<file path="src/rtl/i2c_pkg.sv">
// Shared I2C definitions for the on-chip target and master.
//   i2c_state_t : target protocol state
//   I2C_RW_READ : value of the R/W bit that selects a read
//   I2C_ACK     : SDA level that acknowledges a byte
package i2c_pkg;

    typedef enum logic [2:0] {
        IDLE,
        ADDR,
        ADDR_ACK,
        WR_DATA,
        WR_ACK,
        RD_DATA,
        RD_ACK
    } i2c_state_t;

    localparam logic I2C_RW_READ = 1'b1;
    localparam logic I2C_ACK     = 1'b0;

endpackage

</file>
<file path="src/rtl/i2c_line_sync.sv">
// Conditions one I2C pad line: 2-flop synchroniser, FILT-sample glitch
// filter and registered edge pulses.
//   clk, rst   : system clock, synchronous active-low reset
//   pad        : raw pad level
//   level      : filtered level (resets to 1, the idle bus level)
//   rise, fall : one-cycle pulses, aligned with the level change
// Pad-to-level latency is 2+FILT clk.
module i2c_line_sync #(
    parameter int FILT = 3
) (
    input  logic clk,
    input  logic rst,
    input  logic pad,
    output logic level,
    output logic rise,
    output logic fall
);

    localparam int CW = $clog2(FILT + 1);

    logic          s1;
    logic          s2;
    logic [CW-1:0] cnt;

    // A new level is accepted once it has been seen FILT times in a row;
    // any sample back at the old level restarts the count.
    always_ff @(posedge clk) begin
        if (!rst) begin
            s1    <= 1'b1;
            s2    <= 1'b1;
            cnt   <= '0;
            level <= 1'b1;
            rise  <= 1'b0;
            fall  <= 1'b0;
        end else begin
            s1   <= pad;
            s2   <= s1;
            rise <= 1'b0;
            fall <= 1'b0;
            if (s2 != level) begin
                if (cnt == CW'(FILT - 1)) begin
                    level <= s2;
                    cnt   <= '0;
                    rise  <= s2;
                    fall  <= ~s2;
                end else begin
                    cnt <= cnt + 1'b1;
                end
            end else begin
                cnt <= '0;
            end
        end
    end

endmodule

</file>
<file path="src/rtl/i2c_target.sv">
// I2C target responder, oversampling SCL/SDA on the system clock.
// Never drives SCL; SDA is only ever pulled low (sda_oe=1) or released.
//   clk, rst          : system clock, synchronous active-low reset
//   scl_in, sda_in    : pad levels
//   sda_oe            : 1 pulls SDA low
//   rx_data/rx_valid  : received write byte and its one-cycle strobe
//   rx_first          : marks the first data byte after the address
//   rx_ready          : 0 NACKs the byte being received
//   tx_req/tx_data    : read byte request pulse and the byte supplied
//   busy              : addressed transaction in progress
//   start_det/stop_det: bus condition pulses
//
// state    | meaning
// IDLE     | not addressed, waiting for START
// ADDR     | shifting in address + R/W
// ADDR_ACK | driving ACK for our address through the 9th clock
// WR_DATA  | shifting in a write byte
// WR_ACK   | driving ACK/NACK for the write byte
// RD_DATA  | shifting out a read byte on SCL falls
// RD_ACK   | SDA released, sampling the master's ACK
module i2c_target #(
    parameter logic [6:0] ADDR = 7'h50,
    parameter int         FILT = 3
) (
    input  logic       clk,
    input  logic       rst,
    input  logic       scl_in,
    input  logic       sda_in,
    output logic       sda_oe,
    output logic [7:0] rx_data,
    output logic       rx_valid,
    output logic       rx_first,
    input  logic       rx_ready,
    output logic       tx_req,
    input  logic [7:0] tx_data,
    output logic       busy,
    output logic       start_det,
    output logic       stop_det
);
    import i2c_pkg::*;

    logic scl, scl_rise, scl_fall;
    logic sda, sda_rise, sda_fall;

    i2c_line_sync #(.FILT(FILT)) u_scl (
        .clk(clk), .rst(rst), .pad(scl_in), .level(scl), .rise(scl_rise), .fall(scl_fall)
    );
    i2c_line_sync #(.FILT(FILT)) u_sda (
        .clk(clk), .rst(rst), .pad(sda_in), .level(sda), .rise(sda_rise), .fall(sda_fall)
    );

    i2c_state_t state, state_nxt;
    logic [3:0] bit_cnt, bit_cnt_nxt;
    logic [7:0] shreg, shreg_nxt;
    logic [7:0] rx_data_nxt;
    logic       rw, rw_nxt;
    logic       ack_drv, ack_drv_nxt;     // first SCL fall of the ACK slot already handled
    logic       ack_val, ack_val_nxt;     // rx_ready captured for the pending write ACK
    logic       first_byte, first_byte_nxt;
    logic       sda_oe_nxt, rx_valid_nxt, rx_first_nxt, tx_req_nxt;
    logic       busy_nxt, start_nxt, stop_nxt;

    always_ff @(posedge clk) begin
        if (!rst) begin
            state      <= IDLE;
            bit_cnt    <= '0;
            shreg      <= '0;
            rw         <= 1'b0;
            ack_drv    <= 1'b0;
            ack_val    <= 1'b0;
            first_byte <= 1'b0;
            sda_oe     <= 1'b0;
            rx_data    <= '0;
            rx_valid   <= 1'b0;
            rx_first   <= 1'b0;
            tx_req     <= 1'b0;
            busy       <= 1'b0;
            start_det  <= 1'b0;
            stop_det   <= 1'b0;
        end else begin
            state      <= state_nxt;
            bit_cnt    <= bit_cnt_nxt;
            shreg      <= shreg_nxt;
            rw         <= rw_nxt;
            ack_drv    <= ack_drv_nxt;
            ack_val    <= ack_val_nxt;
            first_byte <= first_byte_nxt;
            sda_oe     <= sda_oe_nxt;
            rx_data    <= rx_data_nxt;
            rx_valid   <= rx_valid_nxt;
            rx_first   <= rx_first_nxt;
            tx_req     <= tx_req_nxt;
            busy       <= busy_nxt;
            start_det  <= start_nxt;
            stop_det   <= stop_nxt;
        end
    end

    always_comb begin
        state_nxt      = state;
        bit_cnt_nxt    = bit_cnt;
        shreg_nxt      = shreg;
        rw_nxt         = rw;
        ack_drv_nxt    = ack_drv;
        ack_val_nxt    = ack_val;
        first_byte_nxt = first_byte;
        sda_oe_nxt     = sda_oe;
        rx_data_nxt    = rx_data;
        rx_valid_nxt   = 1'b0;
        rx_first_nxt   = 1'b0;
        tx_req_nxt     = 1'b0;
        busy_nxt       = busy;
        start_nxt      = 1'b0;
        stop_nxt       = 1'b0;

        // Bus conditions override any SCL edge seen in the same cycle.
        if (sda_rise && scl) begin
            state_nxt  = IDLE;
            sda_oe_nxt = 1'b0;
            busy_nxt   = 1'b0;
            stop_nxt   = 1'b1;
        end else if (sda_fall && scl) begin
            state_nxt   = i2c_pkg::ADDR;
            bit_cnt_nxt = '0;
            sda_oe_nxt  = 1'b0;
            start_nxt   = 1'b1;
        end else begin
            case (state)
                IDLE: ;
                i2c_pkg::ADDR: begin
                    if (scl_rise) begin
                        shreg_nxt = {shreg[6:0], sda};
                        if (bit_cnt == 4'd7) begin
                            bit_cnt_nxt = '0;
                            // shreg[6:0] holds the seven address bits; sda is R/W
                            if (shreg[6:0] == ADDR) begin
                                state_nxt   = ADDR_ACK;
                                busy_nxt    = 1'b1;
                                rw_nxt      = sda;
                                ack_drv_nxt = 1'b0;
                            end else begin
                                state_nxt = IDLE;
                            end
                        end else begin
                            bit_cnt_nxt = bit_cnt + 4'd1;
                        end
                    end
                end
                ADDR_ACK: begin
                    if (scl_fall) begin
                        if (!ack_drv) begin
                            sda_oe_nxt  = ~I2C_ACK;
                            ack_drv_nxt = 1'b1;
                        end else if (rw == I2C_RW_READ) begin
                            shreg_nxt   = {tx_data[6:0], 1'b0};
                            sda_oe_nxt  = ~tx_data[7];
                            bit_cnt_nxt = 4'd1;
                            state_nxt   = RD_DATA;
                        end else begin
                            sda_oe_nxt     = 1'b0;
                            bit_cnt_nxt    = '0;
                            first_byte_nxt = 1'b1;
                            state_nxt      = WR_DATA;
                        end
                    end else if (scl_rise && ack_drv && rw == I2C_RW_READ) begin
                        tx_req_nxt = 1'b1;
                    end
                end
                WR_DATA: begin
                    if (scl_rise) begin
                        shreg_nxt = {shreg[6:0], sda};
                        if (bit_cnt == 4'd7) begin
                            rx_data_nxt    = {shreg[6:0], sda};
                            rx_valid_nxt   = 1'b1;
                            rx_first_nxt   = first_byte;
                            first_byte_nxt = 1'b0;
                            ack_val_nxt    = rx_ready;
                            ack_drv_nxt    = 1'b0;
                            bit_cnt_nxt    = '0;
                            state_nxt      = WR_ACK;
                        end else begin
                            bit_cnt_nxt = bit_cnt + 4'd1;
                        end
                    end
                end
                WR_ACK: begin
                    if (scl_fall) begin
                        if (!ack_drv) begin
                            sda_oe_nxt  = ack_val;
                            ack_drv_nxt = 1'b1;
                        end else begin
                            sda_oe_nxt = 1'b0;
                            state_nxt  = WR_DATA;
                        end
                    end
                end
                RD_DATA: begin
                    if (scl_fall) begin
                        if (bit_cnt == 4'd8) begin
                            sda_oe_nxt  = 1'b0;
                            bit_cnt_nxt = '0;
                            ack_drv_nxt = 1'b0;
                            state_nxt   = RD_ACK;
                        end else begin
                            sda_oe_nxt  = ~shreg[7];
                            shreg_nxt   = {shreg[6:0], 1'b0};
                            bit_cnt_nxt = bit_cnt + 4'd1;
                        end
                    end
                end
                RD_ACK: begin
                    if (scl_rise) begin
                        if (sda == I2C_ACK) begin
                            tx_req_nxt  = 1'b1;
                            ack_drv_nxt = 1'b1;
                        end else begin
                            state_nxt = IDLE;
                            busy_nxt  = 1'b0;
                        end
                    end else if (scl_fall && ack_drv) begin
                        shreg_nxt   = {tx_data[6:0], 1'b0};
                        sda_oe_nxt  = ~tx_data[7];
                        bit_cnt_nxt = 4'd1;
                        state_nxt   = RD_DATA;
                    end
                end
                default: state_nxt = IDLE;
            endcase
        end
    end

endmodule

</file>
<file path="config.mk">
export PLATFORM = sky130hd
export DESIGN_NAME = i2c_target
export DESIGN_NICKNAME = d
export VERILOG_FILES = /design/src/rtl/i2c_pkg.sv /design/src/rtl/i2c_line_sync.sv /design/src/rtl/i2c_target.sv
export SDC_FILE = /design/constraint.sdc
export NUM_CORES = 1
export LEC_CHECK = 0
export ABC_AREA = 1
export CAP_MARGIN = 20
export CORE_ASPECT_RATIO = 1.25
export CORE_MARGIN = 3
export CORE_UTILIZATION = 50
export DETAILED_ROUTE_END_ITERATION = 6
export PLACE_DENSITY_LB_ADDON = 0.05
export SLEW_MARGIN = 20
export SYNTH_ARGS = -nofsm -noshare
export SYNTH_HDL_FRONTEND = slang
export SYNTH_HIERARCHICAL = 1
export SYNTH_SLANG_ARGS = --single-unit
</file>
<file path="constraint.sdc">
create_clock -name clk -period 1.8 [get_ports clk]
set_clock_uncertainty 0.1 [all_clocks]
set_input_delay 0.27 -clock clk [delete_from_list [all_inputs] [get_ports clk]]
set_output_delay 0.27 -clock clk [all_outputs]
set_load 0.005 [all_outputs]
</file>
* Yosys cells after proc, flatten, opt, wreduce, memory -nomap -nowiden
Cells that the tools add are included.
** Cells by class
- Equal/unequal tests :: 52
- $add $sub $neg :: 3
- Muxes and demuxes :: 76
- Reductions and logical operators :: 34
- Bitwise operators :: 13
** Operator list (count)
- two-way mux 8 bit :: 8
- two-way mux 3 bit :: 14
- AND reduction 13 bit :: 3
- two-way mux 1 bit :: 36
- two-way mux 4 bit :: 9
- one-hot mux 8 bit (4 select lines) :: 1
- != test 2 bit (second input constant) :: 13
- != test 3 x 2 -> 1 bit (second input constant) :: 7
- != test 3 bit (second input constant) :: 7
- one-hot mux 3 bit (7 select lines) :: 1
- != test 2 x 1 -> 1 bit (second input constant) :: 9
- one-hot mux 4 bit (4 select lines) :: 1
- AND reduction 8 bit :: 2
- NOT 1 bit :: 13
- AND reduction 6 bit :: 2
- AND reduction 11 bit :: 1
- nonzero test 5 bit :: 2
- == test 3 bit (second input constant) :: 3
- OR reduction 3 bit :: 3
- != test 4 x 3 -> 1 bit (second input constant) :: 2
- nonzero test 4 bit :: 2
- == test 7 bit (second input constant) :: 1
- AND reduction 7 bit :: 1
- == test 3 x 2 -> 1 bit (second input constant) :: 2
- other kinds (21) :: 35
** Word-level totals
- Input port bits :: 13
- Flip-flop bits (word level) :: 48

* Depth between registers and ports, before layout
Gate-level depths: netlist (run 1).
- Word-level depth :: 6
- Depth in mapped cells :: 13
- Gate-level depth less buffers :: 13

* By module
Netlist (run 1), hierarchy kept.
** By module, submodules not included
- i2c_target :: times used 1, area an instance 2083.2 um2, cells each 344
- i2c_line_sync :: times used 2, area an instance 232.7 um2, cells each 27

* Least setup slack after synthesis (run 1)
No wires, ideal clock.
- Kind :: register to register
- From :: register bit_cnt[0]
- To :: register rx_data[7]
- Data arrival time :: 1.452 ns
- Cell stages (with the launch flop) :: 11
- Buffers on the path :: 1
- Slack :: 0.179 ns
- Cells stage by stage :: dfxtp_1 ha_1 nand2_1 nor2_1 nand2_1 nor2_1 nand2_1 inv_2 buf_6 o21ai_1 a21oi_1
** On the way
- Longest elaborated chain between the ends :: 2
** Ends and longest elaborated chain
- from (decl) :: line i2c_target.sv:53 : logic [3:0] bit_cnt, bit_cnt_nxt;
- from (signal assigned) :: line i2c_target.sv:82 : bit_cnt <= bit_cnt_nxt;
- == test 4 x 3 -> 1 bit :: line i2c_target.sv:172 : if (bit_cnt == 4'd7) begin
- AND reduction 5 bit (no source line)
- to (signal assigned) :: line i2c_target.sv:89 : rx_data <= rx_data_nxt;
- to (decl) :: line i2c_target.sv:30 : output logic [7:0] rx_data,
Every way passes these cells.
A chain may end at the register's enable or synchronous reset.

* Worst setup path after layout (run 1)
- From :: register bit_cnt[0]
- To :: register ack_val
** On the way
- Longest elaborated chain between the ends :: 2
** Ends and longest elaborated chain
- == test 4 x 3 -> 1 bit :: line i2c_target.sv:172
- AND reduction 5 bit (no source line)
- to (signal assigned) :: line i2c_target.sv:86 : ack_val <= ack_val_nxt;
- to (decl) :: line i2c_target.sv:58 : logic ack_val, ack_val_nxt;
Every way passes these cells.

==> impl_results.md, run 1 <==
* Worst path buffer plus inverter count at 1
* Main synth FF type: dfxtp_1
* Tmin final at 1.689 ns
* Pwr per Cell Area at 1156 mW/mm^2
* WHS at a little over 0.3 ns
* Placer Congestion at 0.9678
* PortBufs at 27
* Cts bufs inserted at 5
* Initial antenna violation count at 0
* Unrepaired setup endpoints after global routing: yes
* Hold_buf cts at 0
* Largest net degree at the start of global routing at 35
* Die width at between 60 and 70 microns
* DIE AREA at 0.005996 sq mm
* Number of flops mapped to enable cells by yosys at 0
* Worst vdd ir at 0.0007274 V
* Filler Cell Count at 440
* Synth Cell Area at 0.002549 sq mm
* Share of layout cells above drive strength 1 at about an eighth
* DR DRC count at 0
* Antenna-violating nets left at 0
* Global-route wire length before repair at 11,010 microns
* Worst setup path start: bit_cnt[0]
* Highest Signal Layer: met4
* Wirelength, routed at 6381 microns
* Met3 WL at 340 microns
* Final hold violation count at 0
* Cells after Synth at 398
* DRT Pass-1 Iters at 4
* All-layer global routing usage at around 23%
* Fmax at about 590 MHz
* Clk Latency, worst-skew pair at 0.30 ns
* Dpl hpwl at around 4900 microns
* Core Area at 0.004835 sq mm
* Crit path DAT at 1.79 ns
* Die H at 85.83 microns
* Longest Clk Path Bufs at 2
* Num rows at 28
* Final-report max-slew violation count at 0
* Synthesized area per cell at 6.404 sq um
* Routed length on met1 at 2734 microns
* DR vias at 2,586
* Vias in the first global route at 2,465
* Status: complete, no violations
* Net Count, Synth at 415
* Avg Vias per Cell at approximately 5.1
* Min-delay worst type: register to register
* CTS Sinks at between 40 and 50
* Crit start category: register
* I/O Pins at 28
* Net count, final at about 460
* Yosys warns at 6
* Worst endpoint required time at roughly 1.9 ns
* Worst setup EP type: register
* # setup viols final at 0
* #FFs+latches synth at between 40 and 50
* Crit-path cells: ha_1 -> nand2_1 -> nor2_4 -> nand2_1 -> nor2_2 -> nand2_2 -> buf_4 -> o21ai_0 -> nor2_1
* Worst path top cell family by delay: simple AND/OR/NAND/NOR gates
* Origin of the critical flop-to-flop path: bit_cnt[0]
* Synth unique cells at 31
* Layout Cells excl Fill at 503
* Htree depth at 2
* CP dominant cell by count: nand2_1
* Worst-margin pin slew at 0.3583 ns
* CTS tree: yes
* Clock slew at reported path FFs at 0.09 ns
* Congestion Overflow GR at 0
* Sequential-to-total area share from yosys stat at 37.70%
* Asr flop ratio synth at 0%
* Initial DRC count at 233
* CTS Root Buffer Type: clkbuf_8
* Metal2 WL at around 3000 microns
* Hold_sp: u_sda/s1
* Critical-path maximum fanout at 5
* Critical-path cell with the highest stage delay: dfxtp_1
* Ant diodes at 0
* Final period util at 93.84%
* WL/cell at 12.69 microns
* Placed cells at 495
* Critical path class: register to register
* Max transition margin at 76.03%
* Starting density of the core at 52.72%
* Area growth, synth to finish at 23.52%
* Max incr delay on CP at 0.37 ns
* # Max-Cap Violations at 0
* Leakage at ~1.5 nW
## synthesized netlist by cell type, types with 3 or more instances
cell / count / area (sq um)
ha_1: 4 / 50.05
nand3_1: 17 / 85.08
clkbuf_1: 3 / 11.26
o211ai_1: 3 / 22.52
dfxtp_1: 48 / 960.9
nand2_1: 111 / 416.7
nand4_1: 8 / 50.05
nand2_2: 6 / 37.54
inv_1: 46 / 172.7
nor2_1: 76 / 285.3
nor3_1: 5 / 25.02
o21ai_0: 23 / 115.1
inv_2: 7 / 26.28
a21oi_1: 18 / 90.09
## routing by layer
layer / GRT usage (%) / vias to the layer above
li1: - / 1339
met1: 26.72 / 1139
met2: 38.61 / 83
met3: 3.986 / 25
met4: 12.37 / 0
met5: 0 / -
## metrics by stage
step / setup TNS [ns] / cell area [sq um] / total power, W / setup slack (ns) / utilization [%]
floorplan: 0 / 2549 / 0.002411 / 0.1787 / -
global placement: 0 / 3000 / 0.002774 / 0.08773 / 62.06
detailed placement: 0 / 3000 / 0.002800 / 0.002092 / 62.06
CTS: 0 / 3124 / 0.003636 / 0.06483 / 64.62
global route: -0.01577 / 3148 / 0.003944 / -0.01529 / 65.11
finish: 0 / 3148 / 0.003638 / 0.1110 / 65.11
## what timing repair did
action | in CTS | in global routing
resized for setup | 1 | 9
pin swaps | 0 | 1
setup endpoints to repair | 2 | 26
gates cloned | 0 | 0
buffers inserted | 0 | 0
## final cells by class
type | count | area [sq um] | area share (%)
multi-input cells | 289 | 1359 | 43.16
inverters | 54 | 207.7 | 6.598
clock buffers | 6 | 82.58 | 2.623
repair buffers | 44 | 422.9 | 13.43
clock inverters | 2 | 38.79 | 1.232
well taps | 60 | 75.07 | 2.385
flip-flops and latches | 48 | 962.2 | 30.56
## logic make-up (layout without fill, tap and decap cells)
logic type      count (synthesis)  count (layout)  synth area share [%]
simple gates                  230             230                 38.19
buf+inv                        61             106                 9.769
compound gates                 53              53                 11.68
flops                          48              48                 37.70
fa+ha+maj                       4               4                 1.964
xor+xnor                        2               2                0.6874
## where the power goes
part           leakage (nW)  internal [W]  switching, W
Clock                0.0614      0.000455      0.000373
Combinational          1.09      0.000543      0.000928
Sequential            0.390       0.00124      0.000103
## worst min-delay path, cell delays in order (launching register included)
cell and delay [ns]:
dfxtp_1 0.32, inv_1 0.03, nand2_1 0.04
## cell usage in the layout (no fill, tap or decap)
cell and n:
nand2_1 110, nor2_2 6, clkdlybuf4s50_1 27, buf_12 2, nand3_1 17, clkinv_1 1
nand2_2 7, nand3_4 2, a22oi_1 1, o21bai_1 1, nor4_1 1, clkbuf_8 6
o2111ai_1 1, ha_1 4, a31oi_1 1, nand4_1 8, bufinv_16 1, o21ai_1 2
inv_2 6, nor2_1 71, dfxtp_2 1, dfxtp_1 47, inv_1 46, o21ai_2 2
buf_4 15, nor2_4 2, clkinv_4 2, nor3_1 5, o211ai_1 3, a22oi_2 1
o21ai_0 23, and2_4 1, xor2_1 2, a21oi_1 18
## path summary, 6_finish.rpt
check	endpoint	slack [ns]	depth (start not counted)
setup / recovery	ack_val	0.11	9
hold / removal	u_sda/s2	0.31	2
setup reg to reg	ack_val	0.11	9
hold reg to reg	u_sda/s2	0.31	2
## flip-flops by register name, summed over array words and instances, names as in the netlist, 2 cells and up
| register | count |
|---|---|
| u_sda/cnt | 2 |
| shreg | 8 |
| u_scl/cnt | 2 |
| state | 3 |
| rx_data | 8 |
| bit_cnt | 4 |
Note: power is estimated with default switching activity, not from simulation.
==> run 2, diff against run 1 <==
--- a/config.mk
+++ b/config.mk
@@ -8,7 +8,7 @@
 export ABC_AREA = 1
 export CAP_MARGIN = 20
 export CORE_ASPECT_RATIO = 1.25
-export CORE_MARGIN = 3
+export CORE_MARGIN = 2
 export CORE_UTILIZATION = 50
 export DETAILED_ROUTE_END_ITERATION = 6
 export PLACE_DENSITY_LB_ADDON = 0.05
==> impl_results.md, run 2 (synthesis results as in run 1) <==
* Highest Signal Layer: met4
* WL/cell at 12.82 microns (+1.1%)
* Htree depth at 2 (unchanged)
* Clk Latency, worst-skew pair at 0.30 ns (about the same)
* Die width at 67.86 microns (-2.9%)
* Status: complete, no violations
* Largest regs: rx_data (8), shreg (8), bit_cnt (4)
* Avg Vias per Cell at 5.080 (-1.2%)
* Min-delay worst type: register to register
* Final-report max-slew violation count at 0 (unchanged)
* Share of layout cells above drive strength 1 at 13.78% (+1.6 points)
* DRT Pass-1 Iters at 5 (+1)
* Initial antenna violation count at 0 (unchanged)
* DIE AREA at 0.005688 sq mm (-5.1%)
* Leakage at 1.572 nW (+2.3%)
* Critical-path cell with the highest stage delay: dfxtp_1
* # setup viols final at 0 (unchanged)
* Max transition margin at 79.13% (+3.1 points)
* Clock slew at reported path FFs at 0.09 ns (about the same)
* Pwr per Cell Area at 1152 mW/mm^2 (-0.32%)
* Area growth, synth to finish at 26.46%
* CTS Root Buffer Type: clkbuf_8
* Fmax at 603.6 MHz (+2.0%)
* Net count, final at 466 (+1.5%)
* Final hold violation count at 0 (unchanged)
* Crit start category: register
* Critical-path maximum fanout at 8 (+3)
* Vias in the first global route at 2,349 (-4.7%)
* Crit-path cells: buf_12 -> nor2_4 -> nand2_2 -> o21ai_1 -> nor2_4 -> nand3_4 -> nand2_1 -> nand2_1 -> nor2_1
* Num rows at 29 (+3.6%)
* Total power at 0.003712 W (+2.1%)
* DR vias at 2,601 (+0.58%)
* Die H at 83.83 microns (-2.3%)
* Worst-margin pin slew at 0.3119 ns (-0.04638 ns)
* Final instance area at 0.003223 sq mm (+2.4%)
* Congestion Overflow GR at 0 (unchanged)
* Layout Cells excl Fill at 512 (+1.8%)
* All-layer global routing usage at 24.63% (+2.1 points)
* Initial DRC count at 145 (-38%)
* Cells on worst reg2reg path at 9 (unchanged)
* Placer Congestion at 0.9486 (-2.0%)
* Most frequent cells in the layout: nand2_1 (110), nor2_1 (72), inv_1 (46)
* Ant diodes at 0 (unchanged)
* WHS at 0.3077 ns (-0.002756 ns)
* DR DRC count at 0 (unchanged)
* Worst path buffer plus inverter count at 1 (unchanged)
* CTS Sinks at 48 (unchanged)
* Cts bufs inserted at 5 (unchanged)
* PortBufs at 27 (unchanged)
* Placed cells at 502 (+1.4%)
* Largest net degree at the start of global routing at 35 (unchanged)
* Worst endpoint required time at 1.90 ns (about the same)
* Global-route wire length before repair at 10,730 microns (-2.5%)
* Metal2 WL at 3198 microns (+5.4%)
* # Max-Cap Violations at 0 (unchanged)
* I/O Pins at 28 (unchanged)
* Wirelength, routed at 6565 microns (+2.9%)
* Most common cell after layout, fill and taps aside: nand2_1
* Critical path class: register to register
* Crit path DAT at 1.75 ns (-0.04 ns)
* Routed length on met1 at 2863 microns (+4.7%)
* Worst vdd ir at 0.0006222 V (-14%)
* Longest Clk Path Bufs at 2 (unchanged)
* Worst setup EP type: register
* Worst Hold Depth at 2 (unchanged)
* Placed cell area at 0.003040 sq mm (+1.3%)
* CTS tree: yes
* Max incr delay on CP at 0.33 ns (-0.04 ns)
* Core Area at 0.005007 sq mm (+3.6%)
* Crit path depth at 9 (unchanged)
* Met3 WL at 256 microns (-25%)
* Antenna-violating nets left at 0 (unchanged)
* R2r setup slk at 0.14 ns (+0.03 ns)
* Dpl hpwl at 5019 microns (+1.5%)
* Final period util at 92.03% (-1.8 points)
* Starting density of the core at 50.90% (-1.8 points)
* Worst path top cell family by delay: simple AND/OR/NAND/NOR gates
* Tmin final at 1.657 ns (-0.03243 ns)
run 2: cell types whose count changed in the layout (fill, tap and decap cells not counted):
cell,delta
nor2_1,+1
nor2_2,-2
dfxtp_2,+2
nand2_2,-1
nand2_4,+1
buf_4,+6
nand3_4,+1
dfxtp_1,-2
nor2_4,+1
run 2: routing by layer:
metal / track usage [%] / up-vias
met1: 31.43 / 1143
met4: 10.55 / 0
met5: 0 / -
li1: - / 1357
met2: 40.46 / 82
met3: 3.509 / 19
run 2: tightest hold or removal path: cells and delay by family (launching register included):
kind          cells  cell delay, ns
buf+inv           1            0.03
simple gates      1            0.04
flops             1            0.31
run 2: final cells by class:
type / instances / area [sq um]
clock buffer: 6 / 82.58
clock inverter: 2 / 38.79
fill: 487 / 1784
inverter: 54 / 207.7
multi-input combinational: 290 / 1384
sequential: 48 / 964.7
tap: 62 / 77.57
timing repair buffer: 50 / 467.9
run 2: per-stage QoR:
step           utilization [%]  TNS [ns]  setup WS, ns
6_report                 64.37         0        0.1434
5_1_grt                  64.37  -0.01567     -0.008715
4_1_cts                  63.14         0     0.0005524
3_5_place_dp             60.72         0       0.02296
3_3_place_gp             60.72         0        0.1066
2_1_floorplan                -         0        0.1787
run 2: power by group:
group          internal, W  total (W)  switching (W)
combinational     0.000596    0.00155       0.000953
sequential         0.00124    0.00134       0.000100
clock             0.000455   0.000828       0.000373
run 2: worst paths after layout:
kind                                from       end
worst max-delay path            state[0]  shreg[2]
worst min-delay path            u_scl/s1  u_scl/s2
worst max register to register  state[0]  shreg[2]
worst min register to register  u_scl/s1  u_scl/s2
run 2: repair_timing:
| action | 4_1_cts | 5_1_grt |
|---|---|---|
| gates resized for setup | 0 | 14 |
| hold buffers | 0 | 0 |
| setup buffers | 0 | 1 |
| setup endpoints to repair | 0 | 28 |
| endpoints found under the hold margin | 0 | 0 |
